--- src/rtl/snake_pixel_renderer.sv ---
// Snake game pixel renderer: double-buffered segment set, frame-synchronous commit, 2-stage colour pipeline.
// Optional background grid lines are enabled by defining SNAKE_GRID_LINES_EN.
module snake_pixel_renderer #(
  parameter int MAX_SEG  = 16,
  parameter int H_OFFSET = 144,
  parameter int V_OFFSET = 35
) (
  input  logic       clk100Mhz,
  input  logic       rst,
  input  logic [9:0] hCount,
  input  logic [9:0] vCount,
  input  logic       bright,
  input  logic       seg_wr_en,
  input  logic [3:0] seg_wr_idx,
  input  logic [5:0] seg_wr_x,
  input  logic [4:0] seg_wr_y,
  input  logic [4:0] shadow_len,
  input  logic [5:0] food_x,
  input  logic [4:0] food_y,
  input  logic       commit_req,
  output logic       commit_ack,
  output logic       frame_start,
  output logic [7:0] rgb
);

  typedef enum logic {IDLE, PENDING} state_t;

  state_t       state_q;
  logic         prev_nz_q;
  logic         commit_ack_q;
  logic         frame_start_q;
  logic [4:0]   act_len_q;
  logic [5:0]   act_food_x_q;
  logic [4:0]   act_food_y_q;
  logic [5:0]   sh_x_q  [MAX_SEG];
  logic [4:0]   sh_y_q  [MAX_SEG];
  logic [5:0]   act_x_q [MAX_SEG];
  logic [4:0]   act_y_q [MAX_SEG];

  logic         frame_edge;
  logic         do_copy;
  logic [4:0]   len_clamped;

  assign frame_edge = (hCount == 10'd0) && (vCount == 10'd0) && prev_nz_q;
  assign do_copy    = (state_q == PENDING) && frame_edge;

  always_comb begin
    len_clamped = shadow_len;
    if (shadow_len == 5'd0)
      len_clamped = 5'd1;
    else if (shadow_len > 5'(MAX_SEG))
      len_clamped = 5'(MAX_SEG);
  end

  // Commit FSM; frame_start and commit_ack go high together with the active-set update.
  always_ff @(posedge clk100Mhz) begin
    if (rst) begin
      state_q       <= IDLE;
      prev_nz_q     <= 1'b0;
      commit_ack_q  <= 1'b0;
      frame_start_q <= 1'b0;
      act_len_q     <= 5'd1;
      act_food_x_q  <= 6'd10;
      act_food_y_q  <= 5'd10;
    end else begin
      prev_nz_q     <= (hCount != 10'd0) || (vCount != 10'd0);
      frame_start_q <= frame_edge;
      commit_ack_q  <= do_copy;
      case (state_q)
        IDLE: begin
          if (commit_req)
            state_q <= PENDING;
        end
        PENDING: begin
          if (frame_edge) begin
            state_q      <= IDLE;
            act_len_q    <= len_clamped;
            act_food_x_q <= food_x;
            act_food_y_q <= food_y;
          end
        end
        default: state_q <= IDLE;
      endcase
    end
  end

  // The copy reads pre-edge shadow contents, so a same-cycle write is left out of it.
  always_ff @(posedge clk100Mhz) begin
    for (int i = 0; i < MAX_SEG; i++) begin
      if (rst) begin
        sh_x_q[i]  <= (i == 0) ? 6'd20 : 6'd0;
        sh_y_q[i]  <= (i == 0) ? 5'd15 : 5'd0;
        act_x_q[i] <= (i == 0) ? 6'd20 : 6'd0;
        act_y_q[i] <= (i == 0) ? 5'd15 : 5'd0;
      end else begin
        if (do_copy) begin
          act_x_q[i] <= sh_x_q[i];
          act_y_q[i] <= sh_y_q[i];
        end
        if (seg_wr_en && (int'(seg_wr_idx) == i)) begin
          sh_x_q[i] <= seg_wr_x;
          sh_y_q[i] <= seg_wr_y;
        end
      end
    end
  end

  logic [5:0]         col_c;
  logic [4:0]         row_c;
  logic [MAX_SEG-1:0] hit_c;
  logic               food_c;

  assign col_c  = 6'((hCount - 10'(H_OFFSET)) >> 4);
  assign row_c  = 5'((vCount - 10'(V_OFFSET)) >> 4);
  assign food_c = (act_food_x_q == col_c) && (act_food_y_q == row_c);

  for (genvar gi = 0; gi < MAX_SEG; gi++) begin : g_hit
    assign hit_c[gi] = (5'(gi) < act_len_q) && (act_x_q[gi] == col_c) && (act_y_q[gi] == row_c);
  end

  logic [5:0]         col_q;
  logic [4:0]         row_q;
  logic               bright_q;
  logic               food_q;
  logic [MAX_SEG-1:0] hit_q;
  logic [7:0]         rgb_q;
  logic [7:0]         rgb_d;
  logic               wall_d;
`ifdef SNAKE_GRID_LINES_EN
  logic               grid_q;
`endif

  always_ff @(posedge clk100Mhz) begin
    if (rst) begin
      col_q    <= 6'd0;
      row_q    <= 5'd0;
      bright_q <= 1'b0;
      food_q   <= 1'b0;
      hit_q    <= '0;
      rgb_q    <= 8'h00;
`ifdef SNAKE_GRID_LINES_EN
      grid_q   <= 1'b0;
`endif
    end else begin
      col_q    <= col_c;
      row_q    <= row_c;
      bright_q <= bright;
      food_q   <= food_c;
      hit_q    <= hit_c;
      rgb_q    <= rgb_d;
`ifdef SNAKE_GRID_LINES_EN
      grid_q   <= (4'(hCount - 10'(H_OFFSET)) == 4'd0) || (4'(vCount - 10'(V_OFFSET)) == 4'd0);
`endif
    end
  end

  assign wall_d = (col_q == 6'd0) || (col_q == 6'd39) || (row_q == 5'd0) || (row_q == 5'd29);

  always_comb begin
    rgb_d = 8'h00;
    if (!bright_q)
      rgb_d = 8'h00;
    else if (hit_q[0])
      rgb_d = 8'hFC;
    else if (|(hit_q >> 1))
      rgb_d = 8'h1C;
    else if (food_q)
      rgb_d = 8'hE0;
    else if (wall_d)
      rgb_d = 8'h92;
`ifdef SNAKE_GRID_LINES_EN
    else if (grid_q)
      rgb_d = 8'h49;
`endif
  end

  assign rgb         = rgb_q;
  assign commit_ack  = commit_ack_q;
  assign frame_start = frame_start_q;

endmodule

--- config.mk ---
export PLATFORM = sky130hd
export DESIGN_NAME = snake_pixel_renderer
export DESIGN_NICKNAME = d
export VERILOG_FILES = /design/src/rtl/snake_pixel_renderer.sv
export SDC_FILE = /design/constraint.sdc
export NUM_CORES = 1
export LEC_CHECK = 0
export BUFFER_PORTS_ARGS = -buffer_cell sky130_fd_sc_hd__clkbuf_2
export CAP_MARGIN = 10
export CORE_MARGIN = 2
export CORE_UTILIZATION = 45
export DETAILED_ROUTE_END_ITERATION = 10
export PLACE_DENSITY = 0.62
export SETUP_SLACK_MARGIN = 0.2
export SYNTH_ARGS = -nofsm -noshare
export SYNTH_HDL_FRONTEND = slang
export SYNTH_SLANG_ARGS = --single-unit
export TNS_END_PERCENT = 30
--- constraint.sdc ---
create_clock -name clk100Mhz -period 7.2 [get_ports clk100Mhz]
set_input_delay 1.44 -clock clk100Mhz [delete_from_list [all_inputs] [get_ports clk100Mhz]]
set_output_delay 1.44 -clock clk100Mhz [all_outputs]
set_load 0.005 [all_outputs]
==> flow_metrics.py, run 1 <==
metrics = {
    "layout": {
        "final_cell_mix": "edfxtp_1, and2_1, xnor2_1",
        "final_common_cell": "edfxtp_1",
        "syn_to_final_growth_pct": 11.1,
        "drive_gt1_frac": 0.111,
        "fin_area_mm2": 0.0213,
        "nets": 1613,
    },
    "logic_synthesis": {
        "synth.cell_area_mm2": 0.0191,
        "mappedNetlistNets": 1590,
        "synth-simple-area-share": 0.197,
        "synth_edf_count": 352,
        "synthMuxAreaShare": 0.00732,
        "ys_seq_elements": 406,
        "async_reset_ff_frac": 0,
        "synth_xor_xnor_area_share": 0.0960,
        "yosysUniqueCellTypes": 73,
        "yosysTopAreaCellShare": 0.552,
        "ys_seq_area_frac": 0.609,
        "ys_warn_count": 0,
        "synth_top_cell_by_area": "edfxtp_1",
        "synth_top_family_by_area": "simple AND/OR/NAND/NOR gates",
        "synthFlopType": "edfxtp_1",
        "synth.area.top_cells": "edfxtp_1, and2_1, xnor2_1, dfxtp_1, xor2_1",
        "postSynthAreaPerCell_um2": 12.5,
        "synthAdderAreaFrac": 0.00131,
        "synth-compound-area-share": 0.0576,
        "syn-instance-count": 1532,
    },
    "floorplanning": {
        "core_mm2": 0.0419,
        "dieHeight_um": 210,
        "std_cell_rows": 75,
        "initial_core_util": 0.456,
        "dieArea_mm2": 0.0442,
        "pin_count": 66,
        "die_x_um": 210,
    },
    "power": {
        "p_leak_uw": 0.00766,
        "p_seq_frac": 0.499,
        "peakVddDrop_uv": 144,
        "clockPowerShare": 0.424,
        "power.switching_uw": 1220,
        "cell_internal_pwr_uw": 4170,
        "p_per_area_mw_per_mm2": 253,
        "p_comb_frac": 0.077,
        "swShare": 0.227,
    },
    "sta": {
        "drv_slew": 0,
        "fin_crit_ns": 4.42,
        "setup_viol": 0,
        "worst_pin_slew_ns": 1.18,
        "fmax_mhz": 226,
        "fin_skew_ns": 0.0138,
        "rsz0062_at_grt": "false",
        "period_share": 0.613,
        "finalHoldViolCount": 0,
        "setup-tns-final_ns": 0,
        "maxSlewHeadroom": 0.206,
    },
    "worst_setup_path": {
        "rrSetupSlack_ns": 4.73,
        "worstPathArrival_ns": 4.80,
        "crit_type": "in -> reg",
        "cp_max_fo": 22,
        "worstSetupEndpointType": "flip-flop",
        "cp-start-kind": "primary input",
        "cp.required_ns": 7.58,
    },
    "routing": {
        "drtIter0Drc": 1215,
        "drt-wirelength-per-cell_um": 23.7,
        "viasPerCell": 5.57,
        "first_pass_iters": 7,
        "ant_nets": 0,
        "totalWireLength_mm": 50.4,
        "drc": 0,
        "vias": 11900,
    },
    "cts": {
        "clk_latency_ns": 0.56,
        "clkTransAtPathRegs_ns": 0.06,
        "cts_tree": "built",
        "clock_sinks": 406,
        "cts_root_buffer": "clkbuf_16",
        "hold_buffers": 0,
        "h-tree-depth": 2,
        "clk_path_buf_depth": 3,
        "cts_buffers": 44,
        "postCtsSetupRepairBufs": 0,
        "postCtsResizedCells": 0,
    },
    "global_route": {
        "grt_first_pass_wirelength_mm": 74.6,
        "overflow": 0,
        "first_global_vias": 11700,
        "grt_antenna_before_repair": 2,
        "grt_max_degree": 95,
        "grt_usage": 0.231,
    },
    "placement": {
        "portBuffers": 64,
        "gp_congestion": 0.815,
        "dp.final_hpwl_mm": 31.3,
        "dpl-instance-area_mm2": 0.0198,
    },
    "outcome": {
        "outcome": "finished, final reports clean",
    },
    "min_path": {
        "hp-class": "reg -> reg",
    },
    "job": {
        "drv_cap": 0,
    },
}
## power by group through the flow
stage                     Sequential (µW)  Combinational [µW]  Clock, µW
after floorplan                      2730                 262          0
after global placement               2740                 406          0
after detailed placement             2740                 412          0
after CTS                            2690                 414       2310
after global routing                 2700                 442       2400
final                                2690                 413       2280
## cells in the mapped netlist (all sizes together) (20+ instances only)
cell type	count
a21oi	20
and2	343
buf	46
clkbuf	64
dfxtp	54
edfxtp	352
nand2	44
nand3	31
nor2	76
nor3	33
nor4	21
o21ai	28
xnor2	130
xor2	51
## sequential cells by signal, summed over array words and instances (netlist names), 5 cells and up
signal        count
hit_q            16
sh_y_q           80
row_q             5
rgb               5
col_q             6
act_x_q          96
act_food_x_q      6
act_len_q         5
act_y_q          80
act_food_y_q      5
sh_x_q           96
## logic make-up (layout without fill, tap and decap cells)
family / after synthesis / in the layout
AOI/OAI and AO/OA: 148 / 148
xor gates and xnor gates: 191 / 191
adders and majority gates: 2 / 2
buffers and inverters: 124 / 181
DFF: 406 / 406
muxes: 14 / 14
other: 1 / 3
and+or+nand+nor: 646 / 646
## final cells by class
| class | instances | area [µm²] |
|---|---|---|
| fill | 3588 | 20700 |
| inverter | 14 | 52.6 |
| antenna | 2 | 5.00 |
| sequential | 406 | 11700 |
| clock buffer | 56 | 1180 |
| clock inverter | 24 | 275 |
| tap | 539 | 674 |
| timing repair buffer | 87 | 518 |
| multi-input combinational | 1002 | 6910 |
## worst max-delay path, cell delays in order
cell,delay (ns)
clkbuf_2,0.08
buf_4,0.24
inv_1,0.13
ha_1,0.34
nor2b_1,0.87
nor2_2,0.28
buf_4,0.34
xor2_1,0.18
a211o_1,0.32
a2111oi_0,0.55
## per-layer routing
| metal | wire, µm | global-route usage | vias up |
|---|---|---|---|
| met3 | 3480 | 0.0395 | 93 |
| met5 | 0 | 0 | - |
| li1 | - | - | 5439 |
| met1 | 21600 | 0.313 | 5879 |
| met4 | 1590 | 0.0839 | 0 |
| met2 | 23700 | 0.378 | 460 |
## path summary, 6_finish.rpt
| kind | end | startpoint | depth (start not counted) |
|---|---|---|---|
| worst min register to register | frame_start | prev_nz_q | 2 |
| worst max-delay path | hit_q[4] | hCount[4] | 10 |
| worst max register to register | hit_q[6] | act_len_q[3] | 5 |
| worst min-delay path | frame_start | prev_nz_q | 2 |
## stage by stage
stage | setup WS (ns) | util | hold WS, ns | instances | power (µW)
global placement | 2.29 | 0.472 | 0.442 | 2047 | 3140
detailed placement | 2.33 | 0.472 | 0.449 | 2047 | 3150
finish | 2.78 | 0.507 | 0.456 | 2130 | 5390
floorplan | 2.05 | - | 0.419 | 1532 | 2990
CTS | 2.84 | 0.507 | 0.457 | 2127 | 5410
global route | 2.68 | 0.507 | 0.494 | 2128 | 5550
Power figures use the tool's default switching activity.
==> run 2: changes to the inputs <==
==> constraint.sdc (replaced) <==
create_clock -name clk100Mhz -period 3.62 [get_ports clk100Mhz]
set_input_delay 0.724 -clock clk100Mhz [delete_from_list [all_inputs] [get_ports clk100Mhz]]
set_output_delay 0.724 -clock clk100Mhz [all_outputs]
set_load 0.005 [all_outputs]
==> run 2 against run 1 <==
Compared with the run above: critical path depth down 1; combinational power increased by 110%; clock-buffer cell count is 2 higher; sequential power grew 99%; hold slack got worse by 0.060 ns; final cell count rose by 2.2%; routed wire length rose by 2.5%; non-clock buffer count up 48; clock skew about the same; via count rose by 0.61%; clock power increased by 87%; critical endpoint is now hit_q[2]; register-to-register slack got worse by 3.4 ns.
==> flow_metrics.py, run 2 (synthesis gave the netlist of run 1 again) <==
metrics = {
    "cts": {
        "clkTransAtPathRegs_ns": 0.06,
        "h-tree-depth": 2,
        "postCtsSetupRepairBufs": 0,
        "clk_path_buf_depth": 3,
        "clk_latency_ns": 0.55,
        "postCtsResizedCells": 0,
        "clock_sinks": 406,
        "cts_root_buffer": "clkbuf_16",
        "hold_buffers": 0,
        "cts_tree": "built",
        "cts_buffers": 43,
    },
    "worst_setup_path": {
        "cp.required_ns": 4.08,
        "crit_type": "in -> reg",
        "worstReg2RegStart": "act_len_q[3]",
        "worstPathArrival_ns": 3.01,
        "crit_path_max_incr_delay_ns": 0.73,
        "cp_cell_sequence": "clkbuf_2 -> inv_1 -> ha_1 -> buf_4 -> xnor2_1 -> a2111oi_0 -> and4b_1 -> o2111ai_1 -> a211oi_1",
        "critPathBufInv": 3,
        "cp_slowest_cell": "a2111oi_0",
        "cp_top_family": "compound AO/OA/AOI/OAI gates",
        "worstSetupEndpointType": "flip-flop",
        "cp_max_fo": 8,
        "cp-start-kind": "primary input",
        "regToRegEndpoint": "hit_q[1]",
        "reg2reg_depth": 5,
        "rrSetupSlack_ns": 1.29,
    },
    "global_route": {
        "grt_antenna_before_repair": 3,
        "grt_max_degree": 87,
        "grt_use_met3": 0.0444,
        "overflow": 0,
        "first_global_vias": 11700,
        "top_usage_layer": "met2",
        "grt_first_pass_wirelength_mm": 76.1,
        "met1_usage": 0.321,
        "use_met2": 0.381,
        "grt_usage": 0.237,
    },
    "power": {
        "p_per_area_mw_per_mm2": 486,
        "p_leak_uw": 0.00785,
        "peakVddDrop_uv": 318,
    },
    "floorplanning": {
        "dieArea_mm2": 0.0442,
        "dieHeight_um": 210,
        "core_mm2": 0.0419,
        "die_x_um": 210,
        "pin_count": 66,
        "std_cell_rows": 75,
        "initial_core_util": 0.456,
    },
    "routing": {
        "viasPerCell": 5.49,
        "drtIter0Drc": 1280,
        "first_pass_iters": 7,
        "drc": 0,
        "totalWireLength_mm": 51.7,
        "vias": 11900,
        "ant_nets": 0,
        "drt-wirelength-per-cell_um": 23.8,
    },
    "min_path": {
        "hp-class": "in -> reg",
        "whs_endpoint": "bright_q",
        "min_from": "bright",
        "holdPathStages": 2,
    },
    "sta": {
        "setup_viol": 0,
        "period_share": 0.706,
        "fmax_mhz": 391,
        "maxSlewHeadroom": 0.328,
        "drv_slew": 0,
        "fin_skew_ns": 0.0135,
        "finalHoldViolCount": 0,
        "fin_crit_ns": 2.56,
        "rsz0062_at_grt": "false",
        "setup-tns-final_ns": 0,
        "worst_pin_slew_ns": 1.01,
    },
    "layout": {
        "nets": 1660,
        "drive_gt1_frac": 0.134,
        "final_cell_mix": "edfxtp_1, and2_1, xnor2_1",
        "reg_top3": "act_x_q (96), sh_x_q (96)",
        "syn_to_final_growth_pct": 12.7,
        "final_common_cell": "edfxtp_1",
        "fillers": 3579,
        "post-route-util": 0.514,
    },
    "outcome": {
        "outcome": "finished, final reports clean",
    },
    "placement": {
        "dp.final_hpwl_mm": 33.9,
        "portBuffers": 64,
        "gp_congestion": 0.859,
    },
    "job": {
        "drv_cap": 0,
    },
}
==> run 2: worst max-delay path by stage <==
stage	start	endpoint	slack (ns)	cells after the start
after floorplan	vCount[6]	act_x_q[0][0]	0.12	5
after global placement	hCount[5]	hit_q[2]	0.61	9
after detailed placement	hCount[5]	hit_q[2]	0.58	9
after CTS	hCount[5]	hit_q[2]	1.13	9
after global routing	hCount[5]	hit_q[2]	0.94	9
final	hCount[5]	hit_q[2]	1.06	9
==> run 2: final cells by class <==
cell class              instances  area (µm²)  area share
flip-flops and latches        406       11700       0.540
multi-input cells            1002        6910       0.321
clock buffers                  58        1170      0.0545
repair buffers                135         916      0.0425
well taps                     539         674      0.0313
clock inverters                21         180     0.00836
inverters                      14        52.6     0.00244
diodes                          1        2.50    0.000116
==> run 2: metal layers <==
| metal | up-vias | share of wire |
|---|---|---|
| li1 | 5521 | - |
| met1 | 5908 | 0.43 |
| met2 | 413 | 0.47 |
| met3 | 102 | 0.066 |
| met4 | 0 | 0.033 |
| met5 | - | 0 |
==> run 2: report_power, final <==
group	switching, µW	internal (µW)
Combinational	553	318
Clock	1770	2490
Sequential	82.8	5280
==> run 2: through the flow <==
step                hold slack, ns  setup slack [ns]  total power, µW  instances  cell area (µm²)
floorplan                    0.419             0.125             5950       1532            19200
global placement             0.444             0.609             6310       2096            20200
global route                 0.403             0.942            10800       2175            21600
detailed placement           0.442             0.584             6320       2096            20200
CTS                          0.386              1.13            10500       2175            21600
finish                       0.396              1.06            10500       2176            21600
==> run 2: worst register-to-register path: stages, from the launching register on <==
cell and delay, ns:
dfxtp_1 0.58, nor2_1 0.23, a2111oi_0 0.46, o211ai_1 0.16, or4_1 0.54, nor4_1 0.27
==> run 3: changes to the inputs <==
--- a/config.mk
+++ b/config.mk
@@ -10,7 +10,7 @@
 export CORE_MARGIN = 2
 export CORE_UTILIZATION = 45
 export DETAILED_ROUTE_END_ITERATION = 10
-export PLACE_DENSITY = 0.62
+export PLACE_DENSITY = 0.6
 export SETUP_SLACK_MARGIN = 0.2
 export SYNTH_ARGS = -nofsm -noshare
 export SYNTH_HDL_FRONTEND = slang
==> constraint.sdc (replaced) <==
create_clock -name clk100Mhz -period 2.4 [get_ports clk100Mhz]
set_input_delay 0.48 -clock clk100Mhz [delete_from_list [all_inputs] [get_ports clk100Mhz]]
set_output_delay 0.48 -clock clk100Mhz [all_outputs]
set_load 0.005 [all_outputs]
==> run 3 against run 2 <==
Compared with the run above: combinational power grew 71%; first-iteration DRC count shrank 9.2%; sequential share of layout area fell by 2.4 points; critical path type unchanged; critical endpoint is now hit_q[12].
==> flow_metrics.py, run 3 (synthesis gave the netlist of run 1 again) <==
metrics = {
    "worst_setup_path": {
        "reg2reg_depth": 6,
        "cp_cell_sequence": "clkbuf_2 -> inv_1 -> buf_4 -> ha_1 -> xnor2_4 -> buf_12 -> xor2_1 -> o311ai_0 -> or4b_1 -> a211oi_1",
        "cp.required_ns": 2.88,
        "worstSetupEndpointType": "flip-flop",
        "rrSetupSlack_ns": 0.38,
        "cp-start-kind": "primary input",
        "crit_path_max_incr_delay_ns": 0.55,
        "worstPathArrival_ns": 2.57,
        "worstReg2RegStart": "act_len_q[3]",
        "regToRegEndpoint": "hit_q[13]",
        "crit_type": "in -> reg",
        "cp_slowest_cell": "or4b_1",
        "cp_max_fo": 4,
    },
    "min_path": {
        "holdPathStages": 3,
        "min_from": "commit_req",
        "whs_endpoint": "state_q",
        "hp-class": "in -> reg",
    },
    "floorplanning": {
        "dieArea_mm2": 0.0442,
        "initial_core_util": 0.456,
        "dieHeight_um": 210,
        "die_x_um": 210,
        "core_mm2": 0.0419,
        "pin_count": 66,
        "std_cell_rows": 75,
    },
    "placement": {
        "dp.final_hpwl_mm": 36.9,
        "gp_congestion": 0.888,
        "portBuffers": 64,
    },
    "cts": {
        "postCtsSetupRepairBufs": 0,
        "h-tree-depth": 2,
        "clock_sinks": 406,
        "clkTransAtPathRegs_ns": 0.07,
        "clk_path_buf_depth": 3,
        "cts_root_buffer": "clkbuf_16",
        "cts_buffers": 43,
        "clk_latency_ns": 0.57,
        "cts_tree": "built",
    },
    "power": {
        "p_leak_uw": 0.00840,
        "p_per_area_mw_per_mm2": 715,
        "peakVddDrop_uv": 462,
        "total_power_uw": 16100,
    },
    "sta": {
        "setup-tns-final_ns": 0,
        "drv_slew": 0,
        "fin_crit_ns": 2.09,
        "fin_skew_ns": 0.0176,
        "finalHoldViolCount": 0,
        "setup_viol": 0,
        "maxSlewHeadroom": 0.246,
        "rsz0062_at_grt": "true",
        "worst_pin_slew_ns": 1.13,
        "fin_hold_ws_ns": 0.127,
        "fmax_mhz": 479,
        "period_share": 0.870,
    },
    "job": {
        "drv_cap": 0,
    },
    "routing": {
        "drc": 0,
        "first_pass_iters": 5,
        "totalWireLength_mm": 53.2,
        "ant_nets": 0,
        "vias": 12200,
        "drt-wirelength-per-cell_um": 23.5,
        "viasPerCell": 5.38,
        "drtIter0Drc": 1162,
    },
    "layout": {
        "reg_top3": "act_x_q (96), sh_x_q (96)",
        "syn_to_final_growth_pct": 17.8,
        "post-route-util": 0.538,
        "nets": 1751,
        "final_cell_mix": "edfxtp_1, and2_1, buf_4",
        "diodes": 0,
        "final_common_cell": "edfxtp_1",
        "drive_gt1_frac": 0.181,
    },
    "global_route": {
        "grt_usage": 0.245,
        "first_global_vias": 11900,
        "overflow": 0,
        "grt_antenna_before_repair": 2,
        "grt_first_pass_wirelength_mm": 77.7,
        "grt_max_degree": 52,
    },
    "outcome": {
        "outcome": "finished, final reports clean",
    },
}
run 3: changes by cell type in the layout (fill, tap and decap cells not counted), moves of 2 or more:
cell,previous run,this run
buf_12,5,27
buf_4,66,134
clkbuf_1,13,16
clkbuf_8,0,5
clkinv_1,9,4
clkinv_2,6,4
clkinv_4,2,0
run 3: layout make-up:
cell class	count	area, µm²
fill	3471	19400
inverter	14	52.6
clock buffer	66	1250
timing repair buffer	226	1880
tap	539	674
multi-input combinational	1002	6910
clock inverter	13	131
sequential	406	11700
run 3: worst max-delay path by stage:
stage | start | to | slack [ns] | depth (start not counted)
final | hCount[4] | hit_q[12] | 0.31 | 10
after global routing | hCount[4] | hit_q[6] | 0.17 | 10
after CTS | hCount[4] | hit_q[13] | 0.27 | 8
after detailed placement | hCount[4] | hit_q[13] | -0.35 | 8
after global placement | hCount[4] | hit_q[13] | -0.29 | 8
after floorplan | vCount[6] | act_x_q[0][0] | -0.85 | 5
run 3: what timing repair did:
item	4_1_cts	5_1_grt
setup endpoints to repair	0	3
hold buffers	0	0
gates resized for setup	0	1
run 3: critical path, delay by kind of cell:
kind / cells / cell delay, ns
fa+ha+maj: 1 / 0.28
compound gates: 2 / 0.39
simple gates: 1 / 0.55
xor+xnor: 2 / 0.41
buf+inv: 4 / 0.47
run 3: layer usage:
metal	vias to the layer above	GRT usage	routed length [µm]
li1	5707	-	-
met1	5980	0.335	23100
met2	408	0.400	25100
met3	94	0.0343	3220
met4	0	0.0924	1760
met5	-	0	0
run 3: per-stage QoR:
step | worst slack (ns) | cells | instance area [µm²]
2_1_floorplan | -0.851 | 1532 | 19200
3_3_place_gp | -0.286 | 2187 | 21200
3_5_place_dp | -0.352 | 2187 | 21200
4_1_cts | 0.268 | 2266 | 22600
5_1_grt | 0.165 | 2266 | 22600
6_report | 0.312 | 2266 | 22600
run 3: report_power, final:
| group | switching (µW) | total, µW | internal, µW |
|---|---|---|---|
| clock network | 2740 | 6560 | 3830 |
| registers | 117 | 8070 | 7950 |
| logic | 876 | 1490 | 616 |
| total | 3730 | 16100 | 12400 |
